<file path="config.mk">
export PLATFORM = sky130hd
export DESIGN_NAME = spi_slave_16
export DESIGN_NICKNAME = d
export VERILOG_FILES = /design/src/rtl/spi_slave_16_pkg.sv /design/src/rtl/spi_slave_16_sync_edge.sv /design/src/rtl/spi_slave_16.sv
export SDC_FILE = /design/constraint.sdc
export NUM_CORES = 1
export LEC_CHECK = 0
export ABC_AREA = 0
export CORE_MARGIN = 2
export CORE_UTILIZATION = 40
export CTS_CLUSTER_DIAMETER = 30
export DETAILED_ROUTE_END_ITERATION = 12
export GPL_TIMING_DRIVEN = 0
export HOLD_SLACK_MARGIN = 0.12
export SKIP_CTS_REPAIR_TIMING = 1
export SKIP_LAST_GASP = 1
export SYNTH_ARGS = -nofsm -noshare
export SYNTH_HDL_FRONTEND = slang
export SYNTH_SLANG_ARGS = --single-unit
</file>
<file path="constraint.sdc">
create_clock -name clk_100 -period 2.03 [get_ports clk_100]
set_clock_uncertainty 0.15 [all_clocks]
set_input_delay 0.406 -clock clk_100 [delete_from_list [all_inputs] [get_ports clk_100]]
set_output_delay 0.406 -clock clk_100 [all_outputs]
set_load 0.02 [all_outputs]
</file>
<file path="src/rtl/spi_slave_16_pkg.sv">
// Shared constants for the 16-bit SPI slave.
package spi_slave_16_pkg;

    localparam int DATA_W = 16;
    localparam int CNT_W  = 4;

    localparam logic [CNT_W-1:0] CNT_LAST = CNT_W'(DATA_W - 1);

endpackage

</file>
<file path="src/rtl/spi_slave_16_sync_edge.sv">
// Multi-stage synchronizer for one asynchronous input with registered
// rise/fall pulses, one clock after the synchronized level changes.
module spi_slave_16_sync_edge #(
    parameter int   SYNC_STAGES = 2,
    parameter logic RST_VAL     = 1'b0
) (
    input  logic clk_i,
    input  logic rst_i,
    input  logic async_i,
    output logic rise_o,
    output logic fall_o
);

    logic [SYNC_STAGES-1:0] sync_q;
    logic                   dly_q;
    logic                   rise_q;
    logic                   fall_q;

    always_ff @(posedge clk_i) begin
        if (rst_i) begin
            sync_q <= {SYNC_STAGES{RST_VAL}};
            dly_q  <= RST_VAL;
            rise_q <= 1'b0;
            fall_q <= 1'b0;
        end else begin
            sync_q <= {sync_q[SYNC_STAGES-2:0], async_i};
            dly_q  <= sync_q[SYNC_STAGES-1];
            rise_q <= sync_q[SYNC_STAGES-1] & ~dly_q;
            fall_q <= ~sync_q[SYNC_STAGES-1] & dly_q;
        end
    end

    assign rise_o = rise_q;
    assign fall_o = fall_q;

endmodule

</file>
<file path="src/rtl/spi_slave_16.sv">
// Mode-0 SPI slave, 16-bit words, oversampled by clk_100.
// Received words are strobed to the parent; txd_data is shifted back out.
module spi_slave_16
    import spi_slave_16_pkg::*;
#(
    parameter int SYNC_STAGES = 2
) (
    input  logic              clk_100,
    input  logic              RSTn,
    input  logic              SCK,
    input  logic              SPISIMO,
    output logic              SPISOMI,
    input  logic              SPISTE,
    output logic              rxd_flag,
    output logic [DATA_W-1:0] rxd_data,
    input  logic [DATA_W-1:0] txd_data
);

    logic sck_rise, sck_fall;
    logic ste_rise, ste_fall;

    logic [SYNC_STAGES-1:0] simo_sync_q;
    logic                   simo_s;

    logic [DATA_W-1:0] rx_q,  rx_d;
    logic [DATA_W-1:0] tx_q,  tx_d;
    logic [CNT_W-1:0]  cnt_q, cnt_d;
    logic [DATA_W-1:0] rxd_q, rxd_d;
    logic              flag_q, flag_d;
    logic              act_q, act_d;

    spi_slave_16_sync_edge #(.SYNC_STAGES(SYNC_STAGES), .RST_VAL(1'b0)) u_sck_sync (
        .clk_i   (clk_100),
        .rst_i   (RSTn),
        .async_i (SCK),
        .rise_o  (sck_rise),
        .fall_o  (sck_fall)
    );

    spi_slave_16_sync_edge #(.SYNC_STAGES(SYNC_STAGES), .RST_VAL(1'b1)) u_ste_sync (
        .clk_i   (clk_100),
        .rst_i   (RSTn),
        .async_i (SPISTE),
        .rise_o  (ste_rise),
        .fall_o  (ste_fall)
    );

    assign simo_s = simo_sync_q[SYNC_STAGES-1];

    always_comb begin
        rx_d   = rx_q;
        tx_d   = tx_q;
        cnt_d  = cnt_q;
        rxd_d  = rxd_q;
        flag_d = 1'b0;
        act_d  = act_q;

        if (ste_fall) begin
            act_d = 1'b1;
            tx_d  = txd_data;
        end
        if (ste_rise) begin
            act_d = 1'b0;
        end

        if (!act_q) begin
            cnt_d = '0;
        end else if (sck_rise) begin
            rx_d  = {rx_q[DATA_W-2:0], simo_s};
            cnt_d = cnt_q + 1'b1;
            if (cnt_q == CNT_LAST) begin
                rxd_d  = rx_d;
                flag_d = 1'b1;
                tx_d   = txd_data;
            end
        end else if (sck_fall) begin
            // First falling edge of a back-to-back word: reload instead of
            // shifting so a parent reply written just after the strobe is sent.
            if (cnt_q == '0) begin
                tx_d = txd_data;
            end else begin
                tx_d = {tx_q[DATA_W-2:0], 1'b0};
            end
        end
    end

    always_ff @(posedge clk_100) begin
        if (RSTn) begin
            simo_sync_q <= '0;
            rx_q        <= '0;
            tx_q        <= '0;
            cnt_q       <= '0;
            rxd_q       <= '0;
            flag_q      <= 1'b0;
            act_q       <= 1'b0;
        end else begin
            simo_sync_q <= {simo_sync_q[SYNC_STAGES-2:0], SPISIMO};
            rx_q        <= rx_d;
            tx_q        <= tx_d;
            cnt_q       <= cnt_d;
            rxd_q       <= rxd_d;
            flag_q      <= flag_d;
            act_q       <= act_d;
        end
    end

    assign SPISOMI  = act_q & tx_q[DATA_W-1];
    assign rxd_flag = flag_q;
    assign rxd_data = rxd_q;

endmodule

</file>
==> flow_summary_export.csv, run 1 <==
group,metric,value,unit
sta,post-route-period-util,0.961,
yosys,synth_area,2830,µm²
job,maxCapViolations,0,
cts,cts.sinks,65,
sta,slew_headroom,0.524,
setup_path,end_kind,"flip-flop",
setup_path,critical_path_class,"flip-flop to flip-flop",
yosys,async_reset_ff_frac,0,
yosys,synth-main-ff-cell,"dfxtp_1",
cts,clkTransAtPathRegs,0.07,ns
route,post_drt_wl_per_cell,13.2,µm
yosys,synth-edff-count,0,
yosys,synth_common_cells,"65 x dfxtp_1, 65 x nand2_1, 47 x a21oi_1",
yosys,ys_types,30,
sta,fmax,513,MHz
global_route,antenna_found_initial,0,
final_layout,area_delta_synth_final,28.8,%
floorplanning,start_util,0.415,
setup_path,cp_max_fo,10,
final_layout,final_nets,382,
pwr,ir_drop,0.403,mV
floorplanning,die_w,88.2,µm
yosys,synth_area_leaders,"dfxtp_1 46%, mux2i_1 11%, nand2_1 8.6%",
route,vias,2299,
pwr,p_per_area,820,nW/µm²
cts,cts.path.max_buffers,2,
sta,max_slew.worst_pin.slew,0.713,ns
route,drc,0,
route,first_pass_iters,4,
sta,fin_setup_tns,0,ns
global_route,grt_pass1_wl,10100,µm
yosys,syn_inst,307,
setup_path,crit_required,2.14,ns
yosys,yosysTopAreaCell,"dfxtp_1",
yosys,avgSynthCellArea,9.23,µm²
setup_path,cpPeakStageDelay,0.34,ns
yosys,synth_nets,330,
placed_design,gp_congestion,0.780,
final_layout,drive_gt1_frac,0.151,
sta,rsz0062_at_grt,"no",
pwr,power,2.99,mW
global_route,grt_overflow,0,
yosys,ys_warn_count,0,
final_layout,insertedDiodeCount,0,
sta,report.final.hold_viol_count,0,
status,status,"finished, final reports clean",
global_route,track_usage,0.169,
floorplanning,die_h,88.2,µm
cts,root_buffer,"clkbuf_8",
pwr,leakagePower,1.38,nW
setup_path,start_kind,"flip-flop",
placed_design,io_buffers,38,
placed_design,post-dp-hpwl,4070,µm
cts,cts_tree,"built",
setup_path,arrival,2.06,ns
route,drt_iter0_drc,74,
yosys,ys_seq_area_frac,0.459,
worst_hold_path,hold_path.class,"flip-flop to flip-flop",
final_layout,fillers,674,
route,antenna_left,0,
floorplanning,ios,39,
global_route,grt_max_degree,12,
setup_path,crit_path_cell_trace,"ha_1 -> and4_4 -> buf_6 -> nand2b_4 -> buf_6 -> buf_6 -> o221a_1 -> a211oi_2",
setup_path,crit_path_frequent_cell,"buf_6",
cts,cts.htree.levels,3,
global_route,grt_pass1_vias,2211,
final_layout,multi_input_area,1370,µm²
yosys,synth_seq_cells,65,
route,drt-total-wl,6090,µm
final_layout,ff_latch_area,1300,µm²
floorplanning,die_area,7770,µm²
route,via_per_inst,5.00,
cts,cts_made_buffers,9,
floorplanning,core_region_area,6830,µm²
setup_path,cp_slowest_cell,"dfxtp_2",
sta,setup_viol,0,
sta,min_period,1.95,ns
sta,holdWs,0.250,ns
floorplanning,rows,30,
cts,clkLatencyLatePin,0.34,ns
final_layout,fin_util,0.534,
sta,drv_slew,0,
yosys,synth_top_area_share,0.459,
## sequential cells by signal, summed over array words and instances, names as in the netlist
| signal | count |
|---|---|
| u_sck_sync.sync_q | 2 |
| u_ste_sync.fall_o | 1 |
| tx_q | 16 |
| rxd_data | 16 |
| rxd_flag | 1 |
| simo_sync_q | 2 |
| u_sck_sync.dly_q | 1 |
| u_sck_sync.rise_o | 1 |
| rx_q | 15 |
| u_ste_sync.dly_q | 1 |
| act_q | 1 |
| u_sck_sync.fall_o | 1 |
| cnt_q | 4 |
| u_ste_sync.rise_o | 1 |
| u_ste_sync.sync_q | 2 |
## placed cells by master, fill, tap and decap left out, types with 6 or more instances in the layout
master,instances
o221a_2,6
nand2_1,65
a21oi_1,47
nor2_1,8
clkbuf_8,11
buf_4,6
o221a_1,9
nor2b_1,7
a211oi_1,6
clkbuf_1,11
a211oi_2,9
mux2i_1,31
dfxtp_1,64
clkdlybuf4s50_1,37
## metrics by stage
step                setup slack (ns)  cells  area [µm²]
finish                        0.0792    460        3650
global route                 0.00565    460        3650
CTS                           -0.173    457        3610
detailed placement            -0.155    441        3330
global placement              -0.180    441        3330
floorplan                      0.176    307        2830
## area by class of cell
| class | instances | area share |
|---|---|---|
| Multi-Input combinational cell | 210 | 0.375 |
| Sequential cell | 65 | 0.357 |
| Timing Repair Buffer | 42 | 0.113 |
| Clock buffer | 11 | 0.0415 |
| Buffer | 26 | 0.0415 |
| Clock inverter | 5 | 0.0343 |
| Tap cell | 96 | 0.0329 |
| Inverter | 5 | 0.00514 |
## worst paths after layout
path | depth (start not counted) | slack (ns) | startpoint | endpoint
worst max-delay path | 8 | 0.08 | cnt_q[0]$_SDFFE_PP0P_ | tx_q[11]$_SDFF_PP0_
worst min-delay path | 1 | 0.25 | u_ste_sync.rise_o$_SDFF_PP0_ | act_q$_SDFFE_PP0P_
worst max register to register | 8 | 0.08 | cnt_q[0]$_SDFFE_PP0P_ | tx_q[11]$_SDFF_PP0_
worst min register to register | 1 | 0.25 | u_ste_sync.rise_o$_SDFF_PP0_ | act_q$_SDFFE_PP0P_
## logic make-up after synthesis
kind of cell,after synthesis,share of synthesized area
fa+ha+maj,2,0.00883
flops,65,0.459
buf+inv,32,0.0583
simple gates,95,0.151
mux,31,0.109
compound gates,79,0.204
xor+xnor,3,0.00927
## critical path: cells and delay by family (launching register included)
family                   cells  cell delay, ns
flip-flops                   1            0.34
buffers and inverters        3            0.41
AND/OR/NAND/NOR              2            0.33
AO/OA/AOI/OAI                2            0.45
adder cells (fa/ha/maj)      1            0.21
## report_power, final
part | switching [mW] | internal [mW]
clock network | 0.499 | 1.01
registers | 0.0110 | 1.30
logic | 0.0865 | 0.0882
## routing by layer
layer  up-vias  share of wire  GRT usage
li1       1175              -          -
met1      1077           0.51      0.225
met2        39           0.44      0.252
met3         8          0.038     0.0424
met4         0          0.018     0.0937
met5         -              0          0
No activity file was read; power rests on OpenSTA's default activity.
==> run 2: changes to the inputs <==
Settings changed: CORE_MARGIN 2 to unset.
==> run 2 against run 1 <==
Routed wire length shrank 0.79%. Combinational power about the same. Register-to-register slack is essentially flat. Sequential share of layout area up 1.4 points. Count of clock-buffer cells in the layout down 2. Die area is 4.5% lower. Setup slack got worse by 0.0062 ns. First-iteration DRC count down 5.4%. Maximum frequency fell by 0.32%. Cell count decreased by 0.87%. Largest cell class unchanged. Largest power group is now registers.
==> flow_summary_export.csv, run 2 (synthesized netlist as in run 1, its figures left out) <==
group,metric,value,unit
global_route,grt_overflow,0,
floorplanning,ios,39,
pwr,leakagePower,1.31,nW
global_route,grt_pass1_wl,10300,µm
status,status,"finished, final reports clean",
pwr,ir_drop,0.471,mV
cts,cts.sinks,65,
cts,clkLatencyLatePin,0.34,ns
setup_path,cpPeakStageDelay,0.34,ns
floorplanning,start_util,0.415,
pwr,intPower,1.84,mW
global_route,grt_max_degree,14,
route,post_drt_wl_per_cell,13.3,µm
setup_path,cpLargestDelayFamily,"compound AO/OA/AOI/OAI gates",
route,drt-total-wl,6050,µm
pwr,power,2.47,mW
route,drc,0,
route,first_pass_iters,4,
sta,min_period,1.96,ns
setup_path,start_kind,"flip-flop",
sta,holdWs,0.241,ns
setup_path,critical_path_class,"flip-flop to flip-flop",
final_layout,ff_latch_area,1300,µm²
final_layout,drive_gt1_frac,0.142,
final_layout,fillers,681,
final_layout,multi_input_area,1370,µm²
cts,cts_tree,"built",
sta,setup_viol,0,
cts,cts_made_buffers,9,
sta,post-route-period-util,0.964,
cts,cts.path.max_buffers,2,
placed_design,post-dp-hpwl,4000,µm
setup_path,crit_path_frequent_cell,"buf_6",
sta,fmax,511,MHz
route,via_per_inst,5.03,
sta,slew_headroom,0.533,
cts,root_buffer,"clkbuf_8",
final_layout,insertedDiodeCount,0,
sta,fin_setup_tns,0,ns
setup_path,arrival,2.07,ns
sta,report.final.hold_viol_count,0,
cts,clkTransAtPathRegs,0.07,ns
sta,rsz0062_at_grt,"no",
setup_path,cp_max_fo,10,
final_layout,area_delta_synth_final,23.9,%
job,maxCapViolations,0,
setup_path,cp_slowest_cell,"dfxtp_2",
floorplanning,die_area,7430,µm²
route,drt_iter0_drc,70,
pwr,p_clk_frac,0.397,
pwr,p_per_area,703,nW/µm²
final_layout,final_nets,378,
setup_path,crit_required,2.14,ns
setup_path,crit_path_cell_trace,"ha_1 -> and4_4 -> buf_6 -> nand2b_4 -> buf_6 -> buf_6 -> o221a_1 -> a211oi_2",
final_layout,final_common_cell,"nand2_1",
sta,max_slew.worst_pin.slew,0.701,ns
global_route,track_usage,0.177,
pwr,swShare,0.254,
floorplanning,die_w,86.2,µm
worst_hold_path,hold_path.class,"flip-flop to flip-flop",
placed_design,gp_congestion,0.758,
placed_design,io_buffers,38,
setup_path,path_buf_inv,3,
floorplanning,rows,30,
pwr,p_sw,628,µW
sta,drv_slew,0,
cts,cts.htree.levels,3,
floorplanning,core_region_area,6830,µm²
setup_path,end_kind,"flip-flop",
pwr,power_frac_seq,0.531,
global_route,grt_pass1_vias,2252,
route,antenna_left,0,
route,vias,2294,
final_layout,mostFrequentLayoutCells,"65 x nand2_1, 64 x dfxtp_1, 47 x a21oi_1",
pwr,p_comb_frac,0.071,
global_route,antenna_found_initial,0,
floorplanning,die_h,86.2,µm
## run 2: cell types whose count changed in the layout (fill, tap and decap cells not counted), moves of 2 or more
cell       delta
clkinv_4      +3
buf_4         -5
inv_6         +2
bufinv_16     -4
clkbuf_8      -2
## run 2: area by class of cell
cell class                 count  area share
clock buffer                   9      0.0353
inverter                       5     0.00534
clock inverter                 7      0.0153
buffer                        26      0.0406
timing repair buffer          38       0.109
multi-input combinational    210       0.389
sequential                    65       0.371
tap                           96      0.0342
## run 2: power groups by stage
stage,registers (mW),clock network (mW),logic (mW)
CTS,1.31,1.02,0.176
finish,1.31,0.982,0.176
global placement,1.34,0,0.172
floorplan,1.34,0,0.104
global route,1.31,1.08,0.192
detailed placement,1.34,0,0.175
## run 2: through the flow
stage	cell area [µm²]	setup slack [ns]	cells	utilization
floorplan	2830	0.176	307	-
global placement	3330	-0.140	441	0.488
detailed placement	3330	-0.171	441	0.488
CTS	3510	-0.148	457	0.514
global route	3510	0.00276	456	0.514
finish	3510	0.0731	456	0.514
## run 2: worst paths after layout
kind                                                    from                  to  slack [ns]  depth (start not counted)
worst min-delay path            u_ste_sync.rise_o$_SDFF_PP0_  act_q$_SDFFE_PP0P_        0.24                          1
worst min register to register  u_ste_sync.rise_o$_SDFF_PP0_  act_q$_SDFFE_PP0P_        0.24                          1
worst max register to register         cnt_q[0]$_SDFFE_PP0P_  tx_q[8]$_SDFF_PP0_        0.07                          8
worst max-delay path                   cnt_q[0]$_SDFFE_PP0P_  tx_q[8]$_SDFF_PP0_        0.07                          8
## run 2: routing by layer
metal / global-route usage / vias up / part of all wire
li1: - / 1165 / -
met1: 0.218 / 1076 / 0.48
met2: 0.301 / 49 / 0.47
met3: 0.0533 / 4 / 0.042
met4: 0.0500 / 0 / 0.0015
met5: 0 / - / 0
## run 2: worst register-to-register path, cell delays in order, from the launching register on
cell	delay, ns
dfxtp_2	0.34
ha_1	0.21
and4_4	0.19
buf_6	0.13
nand2b_4	0.14
buf_6	0.13
buf_6	0.14
o221a_1	0.28
a211oi_2	0.18
==> run 3: changes to the inputs <==
Settings changed: CTS_BUF_LIST set to sky130_fd_sc_hd__clkbuf_4 sky130_fd_sc_hd__clkbuf_8, SETUP_SLACK_MARGIN set to 0.05.
==> run 3 against run 2 <==
Hold slack about the same. Final area up 1.3%. Via count about the same. Register-to-register slack better by 0.03 ns. Die area unchanged. Total power about the same. First-iteration DRC count up 4.3%. Combinational power about the same. Utilization up 0.68 points. Largest cell class unchanged. Largest power group unchanged.
==> flow_summary_export.csv, run 3 (synthesized netlist as in run 1, its figures left out) <==
group,metric,value,unit
status,status,"finished, final reports clean",
setup_path,path_buf_inv,3,
pwr,p_clk_frac,0.397,
pwr,p_comb_frac,0.071,
sta,drv_slew,0,
worst_hold_path,min_from,"u_ste_sync.rise_o$_SDFF_PP0_",
final_layout,area_delta_synth_final,25.6,%
sta,max_slew.worst_pin.slew,0.705,ns
final_layout,mostFrequentLayoutCells,"65 x nand2_1, 64 x dfxtp_1, 47 x a21oi_1",
setup_path,start_kind,"flip-flop",
floorplanning,die_w,86.2,µm
placed_design,dpl_worst_slack,-0.171,ns
setup_path,end_kind,"flip-flop",
final_layout,drive_gt1_frac,0.156,
placed_design,dpl.cell_count,441,
sta,rsz0062_at_grt,"no",
final_layout,fin_util,0.521,
floorplanning,die_area,7430,µm²
worst_hold_path,hold_depth,1,
route,antenna_left,0,
cts,cts.path.max_buffers,2,
pwr,p_sw,628,µW
global_route,grt_max_degree,14,
placed_design,io_buffers,38,
setup_path,arrival,2.04,ns
worst_hold_path,whs_endpoint,"act_q$_SDFFE_PP0P_",
setup_path,timing.rr.start,"cnt_q[0]$_SDFFE_PP0P_",
pwr,ir_drop,0.471,mV
setup_path,r2r_cells,8,
final_layout,ff_latch_area,1300,µm²
sta,holdWs,0.241,ns
sta,post-route-period-util,0.949,
floorplanning,ios,39,
pwr,power_frac_seq,0.531,
final_layout,insertedDiodeCount,0,
cts,cts_tree,"built",
cts,cts_made_buffers,9,
placed_design,post-dp-hpwl,4000,µm
setup_path,crit_required,2.14,ns
route,vias,2296,
route,post_drt_wl_per_cell,13.1,µm
route,drc,0,
cts,root_buffer,"clkbuf_8",
pwr,p_per_area,694,nW/µm²
final_layout,finalNonFillerCells,461,
final_layout,fillers,679,
sta,fin_ws,0.103,ns
global_route,grt_pass1_wl,10300,µm
setup_path,cp_max_fo,10,
setup_path,ff2ff_setup_slack,0.10,ns
sta,setup_viol,0,
floorplanning,die_h,86.2,µm
route,first_pass_iters,4,
floorplanning,core_region_area,6830,µm²
job,maxCapViolations,0,
global_route,grt_pass1_vias,2252,
global_route,track_usage,0.177,
floorplanning,start_util,0.415,
setup_path,crit_path_cell_trace,"ha_2 -> and4_4 -> buf_6 -> nand2b_4 -> buf_6 -> buf_6 -> o221a_1 -> a211oi_2",
cts,cts.sinks,65,
pwr,swShare,0.254,
global_route,grt_overflow,0,
pwr,intPower,1.84,mW
final_layout,final_common_cell,"nand2_1",
sta,fmax,519,MHz
route,drt-total-wl,6030,µm
final_layout,final_nets,383,
sta,min_period,1.93,ns
setup_path,crit_path_frequent_cell,"buf_6",
setup_path,path_depth,8,
setup_path,cpLargestDelayFamily,"compound AO/OA/AOI/OAI gates",
setup_path,cpPeakStageDelay,0.34,ns
final_layout,multi_input_area,1370,µm²
worst_hold_path,hold_path.class,"flip-flop to flip-flop",
sta,slew_headroom,0.530,
route,via_per_inst,4.98,
route,drt_iter0_drc,73,
floorplanning,rows,30,
setup_path,critical_path_class,"flip-flop to flip-flop",
cts,clkTransAtPathRegs,0.07,ns
cts,cts.htree.levels,3,
cts,clkLatencyLatePin,0.34,ns
global_route,antenna_found_initial,0,
pwr,leakagePower,1.33,nW
placed_design,gp_congestion,0.758,
setup_path,r2r_end,"tx_q[9]$_SDFF_PP0_",
setup_path,cp_slowest_cell,"dfxtp_2",
sta,report.final.hold_viol_count,0,
-- run 3: changes by cell type in the layout (fill, tap and decap cells not counted) --
cell	delta
clkbuf_4	+1
ha_2	+1
ha_1	-1
buf_2	-1
buf_4	+4
buf_6	+1
-- run 3: routing by layer --
metal | part of all wire | wire (µm) | global-route usage
met1 | 0.49 | 2930 | 0.218
met5 | 0 | 0 | 0
met2 | 0.47 | 2810 | 0.301
met3 | 0.043 | 257 | 0.0533
met4 | 0.0041 | 25 | 0.0500
-- run 3: worst max path at each step --
stage	start	end	slack, ns
after global placement	RSTn	rxd_flag$_SDFF_PP0_	-0.14
final	cnt_q[0]$_SDFFE_PP0P_	tx_q[9]$_SDFF_PP0_	0.10
after detailed placement	RSTn	rxd_data[6]$_SDFFE_PP0P_	-0.17
after floorplan	cnt_q[0]$_SDFFE_PP0P_	tx_q[10]$_SDFF_PP0_	0.18
after global routing	cnt_q[0]$_SDFFE_PP0P_	tx_q[14]$_SDFF_PP0_	0.05
after CTS	act_q$_SDFFE_PP0P_	SPISOMI	-0.15
-- run 3: per-stage QoR --
step	setup TNS, ns	cell area, µm²	power, mW
after floorplan	0	2830	1.44
after global placement	-3.20	3330	1.51
after detailed placement	-4.26	3330	1.52
after CTS	-0.148	3510	2.50
after global routing	0	3560	2.58
final	0	3560	2.47
-- run 3: power by group through the flow --
stage	clock network, mW	logic (mW)	registers (mW)
finish	0.981	0.176	1.31
global route	1.08	0.192	1.31
CTS	1.02	0.176	1.31
detailed placement	0	0.175	1.34
global placement	0	0.172	1.34
floorplan	0	0.104	1.34
-- run 3: final cells by class --
type,count,share of cell area
flip-flops and latches,65,0.366
multi-input cells,210,0.385
repair buffers,42,0.116
well taps,96,0.0338
plain buffers,27,0.0440
clock buffers,9,0.0348
clock inverters,7,0.0151
inverters,5,0.00527
